`src/rtl/direction_pkg.sv`:
```
// Shared direction encodings and helpers for the keypad-to-turn queue.
package direction_pkg;

   localparam int DIR_W = 4;

   localparam logic [DIR_W-1:0] DIR_NONE  = 4'b1111;
   localparam logic [DIR_W-1:0] DIR_DOWN  = 4'b0001;
   localparam logic [DIR_W-1:0] DIR_UP    = 4'b0010;
   localparam logic [DIR_W-1:0] DIR_RIGHT = 4'b0100;
   localparam logic [DIR_W-1:0] DIR_LEFT  = 4'b1000;

   function automatic logic [DIR_W-1:0] dir_opposite(input logic [DIR_W-1:0] dir);
      case (dir)
         DIR_DOWN:  return DIR_UP;
         DIR_UP:    return DIR_DOWN;
         DIR_RIGHT: return DIR_LEFT;
         DIR_LEFT:  return DIR_RIGHT;
         default:   return DIR_NONE;
      endcase
   endfunction

   // With one bit per key, the one-hot vectors are exactly the four directions.
   function automatic logic dir_is_single(input logic [DIR_W-1:0] vec);
      return $countones(vec) == 1;
   endfunction

endpackage

```
`src/rtl/key_debouncer.sv`:
```
// Per-bit counter debouncer for one player's four keys (1 = pressed).
module key_debouncer
   import direction_pkg::*;
#(
   parameter int DEBOUNCE_CYCLES = 16
) (
   input  logic             clock,
   input  logic             reset,
   input  logic [DIR_W-1:0] raw,
   output logic [DIR_W-1:0] level
);

   localparam int CNT_W = $clog2(DEBOUNCE_CYCLES);

   logic [CNT_W-1:0] cnt [DIR_W];

   // cnt holds the number of consecutive samples seen so far that disagree with level.
   always_ff @(posedge clock or posedge reset) begin
      if (reset) begin
         level <= '0;
         for (int i = 0; i < DIR_W; i++) cnt[i] <= '0;
      end else begin
         for (int i = 0; i < DIR_W; i++) begin
            if (raw[i] == level[i]) begin
               cnt[i] <= '0;
            end else if (cnt[i] == CNT_W'(DEBOUNCE_CYCLES - 1)) begin
               level[i] <= raw[i];
               cnt[i]   <= '0;
            end else begin
               cnt[i] <= cnt[i] + 1'b1;
            end
         end
      end
   end

endmodule

```
`src/rtl/direction_queue.sv`:
```
// Multi-player keypad front end: debounce, press detect, reversal filter,
// and a small turn FIFO per player drained one entry per move tick.
module direction_queue
   import direction_pkg::*;
#(
   parameter int PLAYERS         = 1,
   parameter int DEBOUNCE_CYCLES = 16,
   parameter int QUEUE_DEPTH     = 2,
   parameter int KEYS_ACTIVE_LOW = 1,
   localparam int CW             = $clog2(QUEUE_DEPTH + 1)
) (
   input  logic                     clock,
   input  logic                     reset,
   input  logic [DIR_W*PLAYERS-1:0] keys_hw,
   input  logic                     tick,
   input  logic                     enable,
   output logic [DIR_W*PLAYERS-1:0] direction,
   output logic [PLAYERS*CW-1:0]    queue_count,
   output logic [PLAYERS-1:0]       overflow
);

   localparam int PW = (QUEUE_DEPTH > 1) ? $clog2(QUEUE_DEPTH) : 1;
   localparam logic [DIR_W-1:0] POL = {DIR_W{KEYS_ACTIVE_LOW != 0}};
   localparam logic [PW-1:0] LAST = PW'(QUEUE_DEPTH - 1);

   for (genvar p = 0; p < PLAYERS; p++) begin : g_player
      logic [DIR_W-1:0] raw, level, prev, tail, ref_dir, dir_q;
      logic [DIR_W-1:0] mem [QUEUE_DEPTH];
      logic [PW-1:0]    rd_ptr, wr_ptr, tail_ptr;
      logic [CW-1:0]    count;
      logic             press, accept, full, pop, push, ovf;

      assign raw = keys_hw[p*DIR_W +: DIR_W] ^ POL;

      key_debouncer #(.DEBOUNCE_CYCLES(DEBOUNCE_CYCLES)) u_debouncer (
         .clock (clock),
         .reset (reset),
         .raw   (raw),
         .level (level)
      );

      assign press    = (level != prev) && dir_is_single(level);
      assign tail_ptr = (wr_ptr == '0) ? LAST : wr_ptr - 1'b1;
      assign tail     = mem[tail_ptr];
      // Compare against the last turn that will take effect, so queued turns chain correctly.
      assign ref_dir  = (count != '0) ? tail : dir_q;
      assign accept   = press && enable &&
                        (ref_dir == DIR_NONE ||
                         (level != ref_dir && level != dir_opposite(ref_dir)));
      assign full     = (count == CW'(QUEUE_DEPTH));
      assign pop      = tick && enable && (count != '0);
      assign push     = accept && (!full || pop);

      always_ff @(posedge clock) begin
         if (push) mem[wr_ptr] <= level;
      end

      always_ff @(posedge clock or posedge reset) begin
         if (reset) begin
            prev   <= '0;
            dir_q  <= DIR_NONE;
            rd_ptr <= '0;
            wr_ptr <= '0;
            count  <= '0;
            ovf    <= 1'b0;
         end else begin
            prev <= level;
            ovf  <= 1'b0;
            if (!enable) begin
               rd_ptr <= '0;
               wr_ptr <= '0;
               count  <= '0;
            end else begin
               if (push) wr_ptr <= (wr_ptr == LAST) ? '0 : wr_ptr + 1'b1;
               if (pop) begin
                  dir_q  <= mem[rd_ptr];
                  rd_ptr <= (rd_ptr == LAST) ? '0 : rd_ptr + 1'b1;
               end
               if (push && !pop)      count <= count + 1'b1;
               else if (pop && !push) count <= count - 1'b1;
               ovf <= accept && full && !pop;
            end
         end
      end

      assign direction[p*DIR_W +: DIR_W] = dir_q;
      assign queue_count[p*CW +: CW]     = count;
      assign overflow[p]                 = ovf;
   end

endmodule

```
`config.mk`:
```
export PLATFORM = sky130hd
export DESIGN_NAME = direction_queue
export DESIGN_NICKNAME = d
export VERILOG_FILES = /design/src/rtl/direction_pkg.sv /design/src/rtl/key_debouncer.sv /design/src/rtl/direction_queue.sv
export SDC_FILE = /design/constraint.sdc
export NUM_CORES = 1
export LEC_CHECK = 0
export BUFFER_PORTS_ARGS = -buffer_cell sky130_fd_sc_hd__buf_2
export CAP_MARGIN = 20
export CORE_MARGIN = 5
export CORE_UTILIZATION = 60
export DETAILED_ROUTE_END_ITERATION = 7
export PLACE_DENSITY = 0.79
export SKIP_CTS_REPAIR_TIMING = 1
export SYNTH_ARGS = -nofsm -noshare
export SYNTH_HDL_FRONTEND = slang
export SYNTH_SLANG_ARGS = --single-unit
```
`constraint.sdc`:
```
create_clock -name clock -period 9.9 [get_ports clock]
set_input_delay 0.495 -clock clock [delete_from_list [all_inputs] [get_ports clock]]
set_output_delay 0.495 -clock clock [all_outputs]
set_load 0.1 [all_outputs]
```
Word-level counts from Yosys, hierarchy flattened
Memory sizes are Yosys's and may differ from the RTL's. A register that Yosys moved wholly into a read port is not among the register bits. Cells that the tools add are included.

Add/sub/neg operators: 12. Equal/unequal tests: 21. Muxes and demuxes: 23. Bitwise logic cells: 5. Reductions and logical operators: 22.

Operators by type and width (number): 2-to-1 mux 4 bit (9); equality test 4 bit, second input constant (6); adder 4 x 1 -> 4 bit, second input constant (4); one-hot mux 4 bit (4 select lines) (1); inequality test 4 bit (3); logical AND 1 bit (11); 2-to-1 mux 1 bit (10); AND reduction 2 bit (5); 2-to-1 mux 2 bit (3); adder 1 x 1 -> 2 bit (2); equality test 1 bit (4); equality test 4 x 1 -> 1 bit, second input constant (1); equality test 4 x 2 -> 1 bit, second input constant (1); equality test 4 x 3 -> 1 bit, second input constant (1); inequality test 2 x 1 -> 1 bit, second input constant (2); inverter 1 bit (4); inverter 4 bit (1); adder 2 x 2 -> 3 bit (1); equality test 3 x 1 -> 1 bit, second input constant (1); logical NOT 1 bit (3); inequality test 3 x 1 -> 1 bit, second input constant (1); adder 1 bit, second input constant (2); adder 2 x 1 -> 2 bit, second input constant (1); equality test 2 bit, second input constant (1); other kinds (4) (5).

Register bits: 29. Memory bits (writable): 8. Input bits: 8. Logic and storage cells: 97. Memories kept: 1.

Memories: g_player[0].mem (depth 2, bits a word 4, rd ports 2, clocked after Yosys merged registers in 1, wr ports 1, RTL line direction_queue.sv:28) `logic [DIR_W-1:0] mem [QUEUE_DEPTH];`.

Depth between registers and ports, before layout
Gate-level depths: netlist of run 1. An unclocked memory read counts as a cell.

Depth after elaboration: 16. Depth in mapped cells: 12. Gate-level depth less buffers: 11.

Hierarchy
From an unflattened synthesis of run 1, not the netlist that was laid out.

Cells, all modules: 222. Area, all modules: 2332.2 µm².

Modules (own cells, without submodules): direction_queue (instances 1, cells an instance 149, area an instance 1426.4 µm²); key_debouncer (instances 1, cells an instance 73, area an instance 905.9 µm²).

Worst setup path after synthesis of run 1
Ideal clock, no wire load.

Kind: flip-flop to flip-flop. Start: register g_player[0].u_debouncer.level[0]. End: memory g_player[0].mem[0][0] (enable). Arrival time: 2.849 ns. Required time: 9.571 ns. Setup slack: 6.722 ns. Cell stages (with the launch flop): 12. Buffers on the path: 1. Period minus slack after synthesis: 3.178 ns. Cells stage by stage: dfrtp_1 -> clkbuf_1 -> inv_1 -> fa_1 -> inv_1 -> ha_1 -> ha_1 -> nor4_1 -> o41a_1 -> and4_1 -> o21ai_2 -> nor2_1.

Word-level cells in the longest chain between the ends: 9. Elaborated cells between the ends (all ways): 14.

RTL lines: start: declaration (RTL line key_debouncer.sv:10) `output logic [DIR_W-1:0] level`; start signal: indexed assignment (RTL line key_debouncer.sv:27) `level[i] <= raw[i];`; adder 1 x 1 -> 2 bit (not written as such) (RTL line direction_pkg.sv:24) `return $countones(vec) == 1;`; adder 2 x 2 -> 3 bit (not written as such) (RTL line direction_pkg.sv:24); equality test 3 x 1 -> 1 bit (RTL line direction_pkg.sv:24); logical AND 1 bit (RTL line direction_queue.sv:42) `assign press = (level != prev) && dir_is_single(level);`; logical AND 1 bit (RTL line direction_queue.sv:47) `assign accept = press && enable &&`; logical AND 1 bit (*) (RTL line direction_queue.sv:47); logical AND 1 bit (*) (RTL line direction_queue.sv:52) `assign push = accept && (!full || pop);`; 2-to-1 mux 1 bit (*) (RTL line direction_queue.sv:55) `if (push) mem[wr_ptr] <= level;`; 2-to-1 mux 1 bit (not written as such) (*) (RTL line direction_queue.sv:55); end: declaration (RTL line direction_queue.sv:28).

Every way passes the cells marked *; elsewhere a longest branch is shown, timed or not.

Worst setup path in the final report of run 1
Start: register g_player[0].u_debouncer.level[0]. End: memory g_player[0].mem[1][0] (enable).

The elaborated chain is that of the path after synthesis.

==> qor.csv, run 1 <==
metric,value,unit
antenna violations before repair,0,
sequential element share of the synthesized area,49.7,%
final net count,235,
Slew @ Worst Pin,982,ps
H-tree Lvls,2,
TritonRoute pass-1 iters,4,
ys flop type,dfrtp_1,
"Warnings, synthesis",0,
vias in the first global route,1477,
Clock Sinks,41,
setup_tns,0,ps
Final Max Tran Viols,0,
Setup-failing EPs final,0,
routed len/inst,14.4,um
Crit. End Element,register,
Worst EP arrival,3430,ps
min Tclk post-route,3400,ps
GRT Residual Overflow,0,
Root Driver,clkbuf_4,
final clock skew,2.92,ps
Starting Density,63.0,%
chip width,69.9,um
LEAKAGE,0.957,nW
startpoint types,register,
largest net degree at the start of global routing,34,
Async SR Flop Fraction,80.5,%
synth top area cells,"dfrtp_1 (34%), edfxtp_1 (11%), dfstp_2 (4.9%)",
core area,3420,um^2
Mapped Cells,206,
Worst-Skew Late Latency,350,ps
Post-DP Area,2250,um^2
clock transition at the registers of the reported paths,120,ps
gr usage total,16.7,%
share of layout cells above drive strength 1,14.9,%
Final Util,68.1,%
top cell type's share of synthesized area,33.7,%
Worst path top cell family by delay,adder cells,
WP data required,9930,ps
fmax,0.294,GHz
# diodes,0,
CTS tree,built,
"Max stage delay cell, worst path",dfrtp_1,
RSZ-0062 raised after global routing,false,
Post-Syn Nets,221,
max-cap violations,0,
most common cell in the synthesized netlist,dfrtp_1,
crit path max fanout,13,
Hold/Removal Path Class,input pin to asynchronous set/reset pin,
Critical Path Max Stage Delay,640,ps
dpl hpwl,2790,um
fin area,2330,um^2
mapped cell area,2150,um^2
critical-path cell list,inv_1 -> fa_1 -> inv_1 -> ha_1 -> ha_1 -> nor4_1 -> o41a_1 -> and4_1 -> o21ai_2 -> nor2_1,
Via Count,1517,
deepest clock path buffer count,2,
#FFs+latches synth,41,
RePlAce Congestion,0.818,
antenna violation net count after detailed routing,0,
Power Total,0.000324,W
pre-CTS setup slack,6540,ps
via-per-instance ratio,5.68,
PwrDens,139,nW/um^2
Post-synth top cells,"dfrtp_1 (29), nand2_1 (18), nor2_1 (18), inv_1 (15)",
first-pass GRT wire length,6630,um
VDD IR-drop max,0.0826,mV
final WL,3830,um
full die area,4890,um^2
synth unique cells,46,
Max transition margin,32.7,%
Ports,15,
Worst Path Buf+Inv,2,
Post-synth EDFFs,8,
Placement Rows,21,
CTS Buf Count,5,
post-synthesis average cell area,10.5,um^2
final period utilization,34.3,%
Port Buffers,14,
final-report hold violation count,0,
status,completed,
DRT iter0 DRCs,119,
post-synth top area cell,dfrtp_1,
P&R area growth vs syn,8.02,%
post-route setup slack,6500,ps
Remaining DRCs,0,
Worst Setup Path Type,register to register,
Die Ht,69.9,um
state kept, by name, summed over array words and instances, names as in the netlist:
name / count
g_player.u_debouncer.cnt: 16
g_player.mem: 8
direction: 4
g_player.prev: 4
g_player.u_debouncer.level: 4
queue_count: 2
g_player.rd_ptr: 1
g_player.wr_ptr: 1
overflow: 1
per-stage QoR:
step                hold WS (ps)  instances
global placement             471        259
detailed placement           483        259
CTS                          220        267
finish                       207        267
global route                 248        267
floorplan                    384        206
cell type report:
class | instances | area, um^2
Inverter | 15 | 56.3
Tap cell | 46 | 57.6
Timing Repair Buffer | 15 | 77.6
Sequential cell | 41 | 1070
Multi-Input combinational cell | 142 | 983
Clock buffer | 6 | 41.3
Clock inverter | 2 | 38.8
Fill cell | 275 | 1090
power breakdown:
group / internal [W] / total (W) / switching, W / leakage (nW)
clock: 0.0000538 / 0.000109 / 0.0000555 / 0.0424
sequential: 0.000178 / 0.000183 / 0.00000585 / 0.443
combinational: 0.0000112 / 0.0000309 / 0.0000197 / 0.471
cells by family after synthesis:
logic type | count (synthesis) | share of synthesized area, %
AOI/OAI and AO/OA | 34 | 10.2
DFF | 41 | 49.7
xor gates and xnor gates | 21 | 8.54
adders and majority gates | 7 | 4.42
muxes | 13 | 6.97
and+or+nand+nor | 67 | 15.5
buffers and inverters | 23 | 4.59
placed cells by master, fill, tap and decap left out, types with 2 or more instances in the layout:
master / Yosys / layout
nor2_1: 18 / 18
nand2_1: 18 / 18
inv_1: 15 / 15
a21oi_1: 7 / 7
xor2_1: 10 / 10
edfxtp_1: 8 / 8
nand3_1: 11 / 11
mux2i_1: 8 / 8
o21ai_0: 11 / 11
nor3b_1: 4 / 4
clkbuf_4: 0 / 5
a21o_1: 2 / 2
o211ai_1: 2 / 2
dfrtp_1: 29 / 29
buf_2: 1 / 14
nand4b_1: 4 / 4
mux2_2: 3 / 3
dfstp_2: 4 / 4
nand2b_1: 2 / 2
ha_1: 6 / 6
nor4_1: 3 / 3
xnor2_1: 11 / 11
final timing paths:
check	start	to	slack [ps]	depth (start not counted)
setup / recovery	g_player[0].u_debouncer.level[0]	g_player[0].mem[1][0]	6500	10
hold / removal	reset	g_player[0].u_debouncer.cnt[6]	210	3
setup reg to reg	g_player[0].u_debouncer.level[0]	g_player[0].mem[1][0]	6500	10
hold reg to reg	g_player[0].u_debouncer.cnt[12]	g_player[0].u_debouncer.cnt[12]	500	1
max in group asynchronous	reset	direction[3]	9370	3
min in group clock	keys_hw[3]	g_player[0].u_debouncer.level[3]	340	2
tightest hold or removal path, stage by stage:
cell	delay, ps
buf_2	100
inv_1	40
buf_4	360
metal layers:
layer	share of wire, %	GRT usage [%]
met2	49	27.3
met4	2.5	7.87
met3	3.7	3.73
met1	45	21.0
met5	0	0
Power figures use the tool's default switching activity.
==> run 2, diff against run 1 <==
Settings changed: CORE_UTILIZATION 60 to 59, PLACE_DENSITY 0.79 to 0.78.
Clock period 9.9 ns to 3.5 ns, I/O delays scaled along.
==> qor.csv, run 2 (synthesized netlist as in run 1, its figures left out) <==
metric,value,unit,change
Slew @ Worst Pin,508,ps,was 982 ps
Switching Power,0.000228,W,was 0.0000811 W
min Tclk post-route,2950,ps,was 3400 ps
routed len/inst,13.8,um,was 14.4 um
max FFs per register,16,,unchanged
clock transition at the registers of the reported paths,70,ps,was 120 ps
share of layout cells above drive strength 1,16.7,%,was 14.9%
Worst-Skew Late Latency,290,ps,was 350 ps
CTS tree,built,,unchanged
registers with the most flip-flops,"g_player.u_debouncer.cnt: 16 flops, g_player.mem: 8 flops",,unchanged
Worst Setup Path Type,register to register,,unchanged
setup_tns,0,ps,unchanged
Clock Sinks,41,,unchanged
critical-path cell list,inv_1 -> fa_1 -> inv_1 -> ha_1 -> ha_1 -> nor4_1 -> o41a_1 -> and4_1 -> o21ai_2 -> nor2_1,,unchanged
RePlAce Congestion,0.793,,was 0.818
# diodes,0,,unchanged
P_int,0.000767,W,was 0.000242 W
Clk pwr share,39.0,%,was 33.8%
Placement Rows,22,,was 21
Die Ht,70.4,um,was 69.9 um
Worst path top cell family by delay,adder cells,,unchanged
Starting Density,59.7,%,was 63.0%
PwrDens,413,nW/um^2,was 139 nW/um^2
deepest clock path buffer count,2,,unchanged
Critical Path Max Stage Delay,530,ps,was 640 ps
fmax,0.339,GHz,was 0.294 GHz
dpl hpwl,2730,um,was 2790 um
largest net degree at the start of global routing,34,,unchanged
most frequent cells in the layout,"dfrtp_1 (29), nand2_1 (18), nor2_1 (18)",,unchanged
final-report hold violation count,0,,unchanged
Crit. End Element,register,,unchanged
startpoint types,register,,unchanged
max-cap violations,0,,unchanged
antenna violations before repair,0,,unchanged
Root Driver,clkbuf_8,,was clkbuf_4
most flop-heavy register,g_player.u_debouncer.cnt,,unchanged
Max transition margin,65.4,%,was 32.7%
Comb pwr share,9.0,%,was 9.6%
post-route setup slack,547,ps,was 6500 ps
full die area,4960,um^2,was 4890 um^2
via-per-instance ratio,5.50,,was 5.68
LEAKAGE,0.998,nW,was 0.957 nW
RSZ-0062 raised after global routing,false,,unchanged
final clock skew,2.76,ps,was 2.92 ps
CTS Buf Count,5,,unchanged
Port Buffers,14,,unchanged
Remaining DRCs,0,,unchanged
status,completed,,unchanged
Sw Share,22.9,%,was 25.1%
Setup-failing EPs final,0,,unchanged
Final Max Tran Viols,0,,unchanged
pre-CTS setup slack,569,ps,was 6540 ps
chip width,70.4,um,was 69.9 um
core area,3610,um^2,was 3420 um^2
Worst Path Buf+Inv,2,,unchanged
gr usage total,18.0,%,was 16.7%
H-tree Lvls,2,,unchanged
Worst EP arrival,2930,ps,was 3430 ps
TritonRoute pass-1 iters,4,,unchanged
Hold/Removal Path Class,input pin to register,,was input pin to asynchronous set/reset pin
final net count,241,,was 235
DRT iter0 DRCs,52,,was 119
GRT Residual Overflow,0,,unchanged
first-pass GRT wire length,7070,um,was 6630 um
antenna violation net count after detailed routing,0,,unchanged
VDD IR-drop max,0.250,mV,was 0.0826 mV
final period utilization,84.4,%,was 34.3%
Via Count,1513,,"was 1,517"
crit path max fanout,4,,was 13
"commonest non-fill, non-tap cell in the layout",dfrtp_1,,unchanged
"Max stage delay cell, worst path",fa_1,,was dfrtp_1
final WL,3800,um,was 3830 um
P&R area growth vs syn,12.0,%,was 8.02%
power share of the sequential group,51.9,%,was 56.7%
vias in the first global route,1571,,"was 1,477"
Ports,15,,unchanged
WP data required,3470,ps,was 9930 ps
run 2: cell types whose count changed in the layout (fill, tap and decap cells not counted):
cell           before  now
buf_4               1    6
dlygate4sd3_1       0    1
clkbuf_4            5    0
clkinv_4            1    0
clkbuf_8            0    6
run 2: stage by stage:
step | util (%) | total power (W) | hold slack [ps] | instances | area, um^2
6_report | 66.9 | 0.000995 | 89.3 | 275 | 2410
5_1_grt | 66.9 | 0.00105 | 94.7 | 275 | 2410
4_1_cts | 66.6 | 0.00101 | -35.3 | 274 | 2400
3_5_place_dp | 63.4 | 0.000616 | 291 | 266 | 2290
3_3_place_gp | 63.4 | 0.000613 | 281 | 266 | 2290
2_1_floorplan | - | 0.000591 | 283 | 206 | 2150
run 2: final timing paths:
path                            slack [ps]                             start  cells after the start                                to
worst min-delay path                    90                        keys_hw[3]                      2  g_player[0].u_debouncer.level[3]
worst min register to register         490                      direction[1]                      2                      direction[1]
worst max-delay path                   550  g_player[0].u_debouncer.level[0]                     10             g_player[0].mem[1][1]
max in group asynchronous             2670                             reset                      4                      direction[1]
worst max register to register         550  g_player[0].u_debouncer.level[0]                     10             g_player[0].mem[1][1]
min in group asynchronous              510                             reset                      4    g_player[0].u_debouncer.cnt[2]
run 2: area by class of cell:
class / instances / area, um^2
tap: 48 / 60.1
fill: 286 / 1190
clock buffer: 7 / 86.3
sequential: 41 / 1070
timing repair buffer: 21 / 125
inverter: 15 / 56.3
clock inverter: 1 / 30.0
multi-input combinational: 142 / 983
run 2: power by group through the flow:
| stage | registers [W] | clock network (W) | logic [W] |
|---|---|---|---|
| floorplan | 0.000537 | 0 | 0.0000546 |
| global placement | 0.000525 | 0 | 0.0000876 |
| detailed placement | 0.000526 | 0 | 0.0000903 |
| CTS | 0.000517 | 0.000402 | 0.0000905 |
| global route | 0.000520 | 0.000422 | 0.000104 |
| finish | 0.000517 | 0.000388 | 0.0000900 |
run 2: metal layers:
layer	vias to the layer above	wire length (um)	track usage, %
met5	-	0	0
met4	0	69	8.94
met3	6	173	5.04
met2	32	1870	29.6
met1	723	1690	21.4
li1	752	-	-
run 2: worst reg2reg max path, cell delays in order, from the launching register on:
cell	delay [ps]
dfrtp_1	360
inv_1	80
fa_1	530
inv_1	40
ha_1	170
ha_1	270
nor4_1	350
o41a_1	230
and4_1	260
o21ai_2	100
nor2_1	260
==> run 3, diff against run 2 <==
Settings changed: CORE_UTILIZATION 59 to 54, PLACE_DENSITY 0.78 to 0.75.
Clock period 3.5 ns to 2.41 ns, I/O delays scaled along.
==> qor.csv, run 3 (synthesized netlist as in run 1, its figures left out) <==
metric,value,unit,change
Ports,15,,unchanged
Worst EP arrival,2650,ps,was 2930 ps
deepest clock path buffer count,2,,unchanged
Die Ht,73.1,um,was 70.4 um
full die area,5350,um^2,was 4960 um^2
CTS tree,built,,unchanged
TritonRoute pass-1 iters,5,,was 4
LEAKAGE,1.06,nW,was 0.998 nW
fmax,0.378,GHz,was 0.339 GHz
Setup-failing EPs final,12,,was 0
Sw Share,23.9,%,was 22.9%
antenna violation net count after detailed routing,0,,unchanged
final WL,4110,um,was 3800 um
crit path max fanout,4,,unchanged
largest net degree at the start of global routing,22,,was 34
clock transition at the registers of the reported paths,80,ps,was 70 ps
Worst path top cell family by delay,adder cells,,unchanged
critical-path cell list,inv_2 -> fa_1 -> inv_1 -> ha_2 -> ha_4 -> nor4_4 -> o41a_1 -> and4_4 -> o21ai_4 -> nor2_4,,was inv_1 -> fa_1 -> inv_1 -> ha_1 -> ha_1 -> nor4_1 -> o41a_1 -> and4_1 -> o21ai_2 -> nor2_1
Slew @ Worst Pin,699,ps,was 508 ps
Worst Path Buf+Inv,2,,unchanged
Worst Setup Path Type,register to register,,unchanged
max FFs per register,16,,unchanged
gr usage total,17.3,%,was 18.0%
Crit path depth,10,,unchanged
startpoint types,register,,unchanged
pre-CTS setup slack,-239,ps,was 569 ps
VDD IR-drop max,0.407,mV,was 0.250 mV
RSZ-0062 raised after global routing,true,,was false
vias in the first global route,1508,,"was 1,571"
most frequent cells in the layout,"dfrtp_1 (27), buf_4 (20), nand2_1 (18)",,"was dfrtp_1 (29), nand2_1 (18), nor2_1 (18)"
H-tree Lvls,2,,unchanged
reg2reg path depth,10,,unchanged
"commonest non-fill, non-tap cell in the layout",dfrtp_1,,unchanged
max-cap violations,0,,unchanged
via-per-instance ratio,5.41,,was 5.50
RePlAce Congestion,0.775,,was 0.793
P&R area growth vs syn,20.9,%,was 12.0%
worst flop-to-flop path endpoint,g_player[0].mem[1][2],,was g_player[0].mem[1][1]
Comb pwr share,10.0,%,was 9.0%
most flop-heavy register,g_player.u_debouncer.cnt,,unchanged
worst setup path endpoint,g_player[0].mem[1][2],,was g_player[0].mem[1][1]
Starting Density,54.6,%,was 59.7%
share of layout cells above drive strength 1,27.7,%,was 16.7%
antenna violations before repair,0,,unchanged
Port Buffers,14,,unchanged
final period utilization,110,%,was 84.4%
Clock Sinks,41,,unchanged
DRT iter0 DRCs,102,,was 52
Hold/Removal Path Class,input pin to register,,unchanged
violated checks,negative setup slack,,
dpl hpwl,2950,um,was 2730 um
Switching Power,0.000343,W,was 0.000228 W
power share of the sequential group,52.4,%,was 51.9%
Via Count,1581,,"was 1,513"
min Tclk post-route,2650,ps,was 2950 ps
registers with the most flip-flops,"g_player.u_debouncer.cnt: 16 flops, g_player.mem: 8 flops",,unchanged
Final Max Tran Viols,0,,unchanged
final-report hold violation count,0,,unchanged
R2R Path Start,g_player[0].u_debouncer.level[3],,was g_player[0].u_debouncer.level[0]
routed len/inst,14.1,um,was 13.8 um
WP data required,2420,ps,was 3470 ps
core area,3940,um^2,was 3610 um^2
first-pass GRT wire length,7010,um,was 7070 um
CTS Buf Count,5,,unchanged
post-route setup slack,-236,ps,was 547 ps
"Max stage delay cell, worst path",fa_1,,unchanged
Crit. End Element,register,,unchanged
# diodes,0,,unchanged
Crit. Startpoint,g_player[0].u_debouncer.level[3],,was g_player[0].u_debouncer.level[0]
Worst-Skew Late Latency,300,ps,was 290 ps
Critical Path Max Stage Delay,520,ps,was 530 ps
Clk pwr share,37.5,%,was 39.0%
P_int,0.00109,W,was 0.000767 W
Placement Rows,23,,was 22
setup_tns,-2370,ps,was 0 ps
final clock skew,10.9,ps,was 2.76 ps
status,finished with violations,,was completed
final net count,256,,was 241
Max transition margin,53.0,%,was 65.4%
PwrDens,550,nW/um^2,was 413 nW/um^2
chip width,73.1,um,was 70.4 um
Root Driver,clkbuf_8,,unchanged
Remaining DRCs,0,,unchanged
R2R Setup Slk,-240,ps,was 550 ps
GRT Residual Overflow,0,,unchanged
run 3: cell types whose count changed in the layout (fill, tap and decap cells not counted), sizes merged:
cell,previous run,this run
buf,20,35
clkbuf,7,5
clkinv,0,1
clkinvlp,0,1
run 3: layout make-up:
class / count / area [um^2]
fillers: 301 / 1340
well taps: 50 / 62.6
flip-flops and latches: 41 / 1080
clock buffers: 5 / 68.8
repair buffers: 36 / 241
multi-input cells: 142 / 1050
clock inverters: 3 / 41.3
inverters: 15 / 58.8
run 3: how the worst min path moves through the flow:
stage,to,startpoint,cells past startpoint
floorplan,g_player[0].u_debouncer.level[3],keys_hw[3],1
global route,g_player[0].u_debouncer.level[3],keys_hw[3],2
finish,g_player[0].u_debouncer.level[2],keys_hw[2],2
CTS,g_player[0].u_debouncer.cnt[8],reset,2
detailed placement,g_player[0].u_debouncer.cnt[9],reset,2
global placement,g_player[0].u_debouncer.cnt[10],reset,2
run 3: metal layers:
metal	global-route usage [%]	vias up	share of wire [%]
li1	-	782	-
met1	21.9	747	43
met2	28.4	41	49
met3	4.96	11	5.2
met4	5.53	0	2.4
met5	0	-	0
run 3: through the flow:
| step | hold slack (ps) | total power (W) | std cells | instance area (um^2) | util, % |
|---|---|---|---|---|---|
| 2_1_floorplan | 229 | 0.000861 | 206 | 2230 | - |
| 3_3_place_gp | 179 | 0.000899 | 281 | 2430 | 61.6 |
| 3_5_place_dp | 184 | 0.000902 | 281 | 2430 | 61.6 |
| 4_1_cts | -142 | 0.00144 | 289 | 2540 | 64.4 |
| 5_1_grt | 38.9 | 0.00151 | 292 | 2600 | 66.0 |
| 6_report | 38.0 | 0.00143 | 292 | 2600 | 66.0 |
run 3: power by group through the flow:
stage	clock network (W)	logic, W	registers (W)
2_1_floorplan	0	0.0000817	0.000780
3_3_place_gp	0	0.000135	0.000763
3_5_place_dp	0	0.000138	0.000765
4_1_cts	0.000553	0.000139	0.000751
5_1_grt	0.000593	0.000160	0.000755
6_report	0.000537	0.000144	0.000751
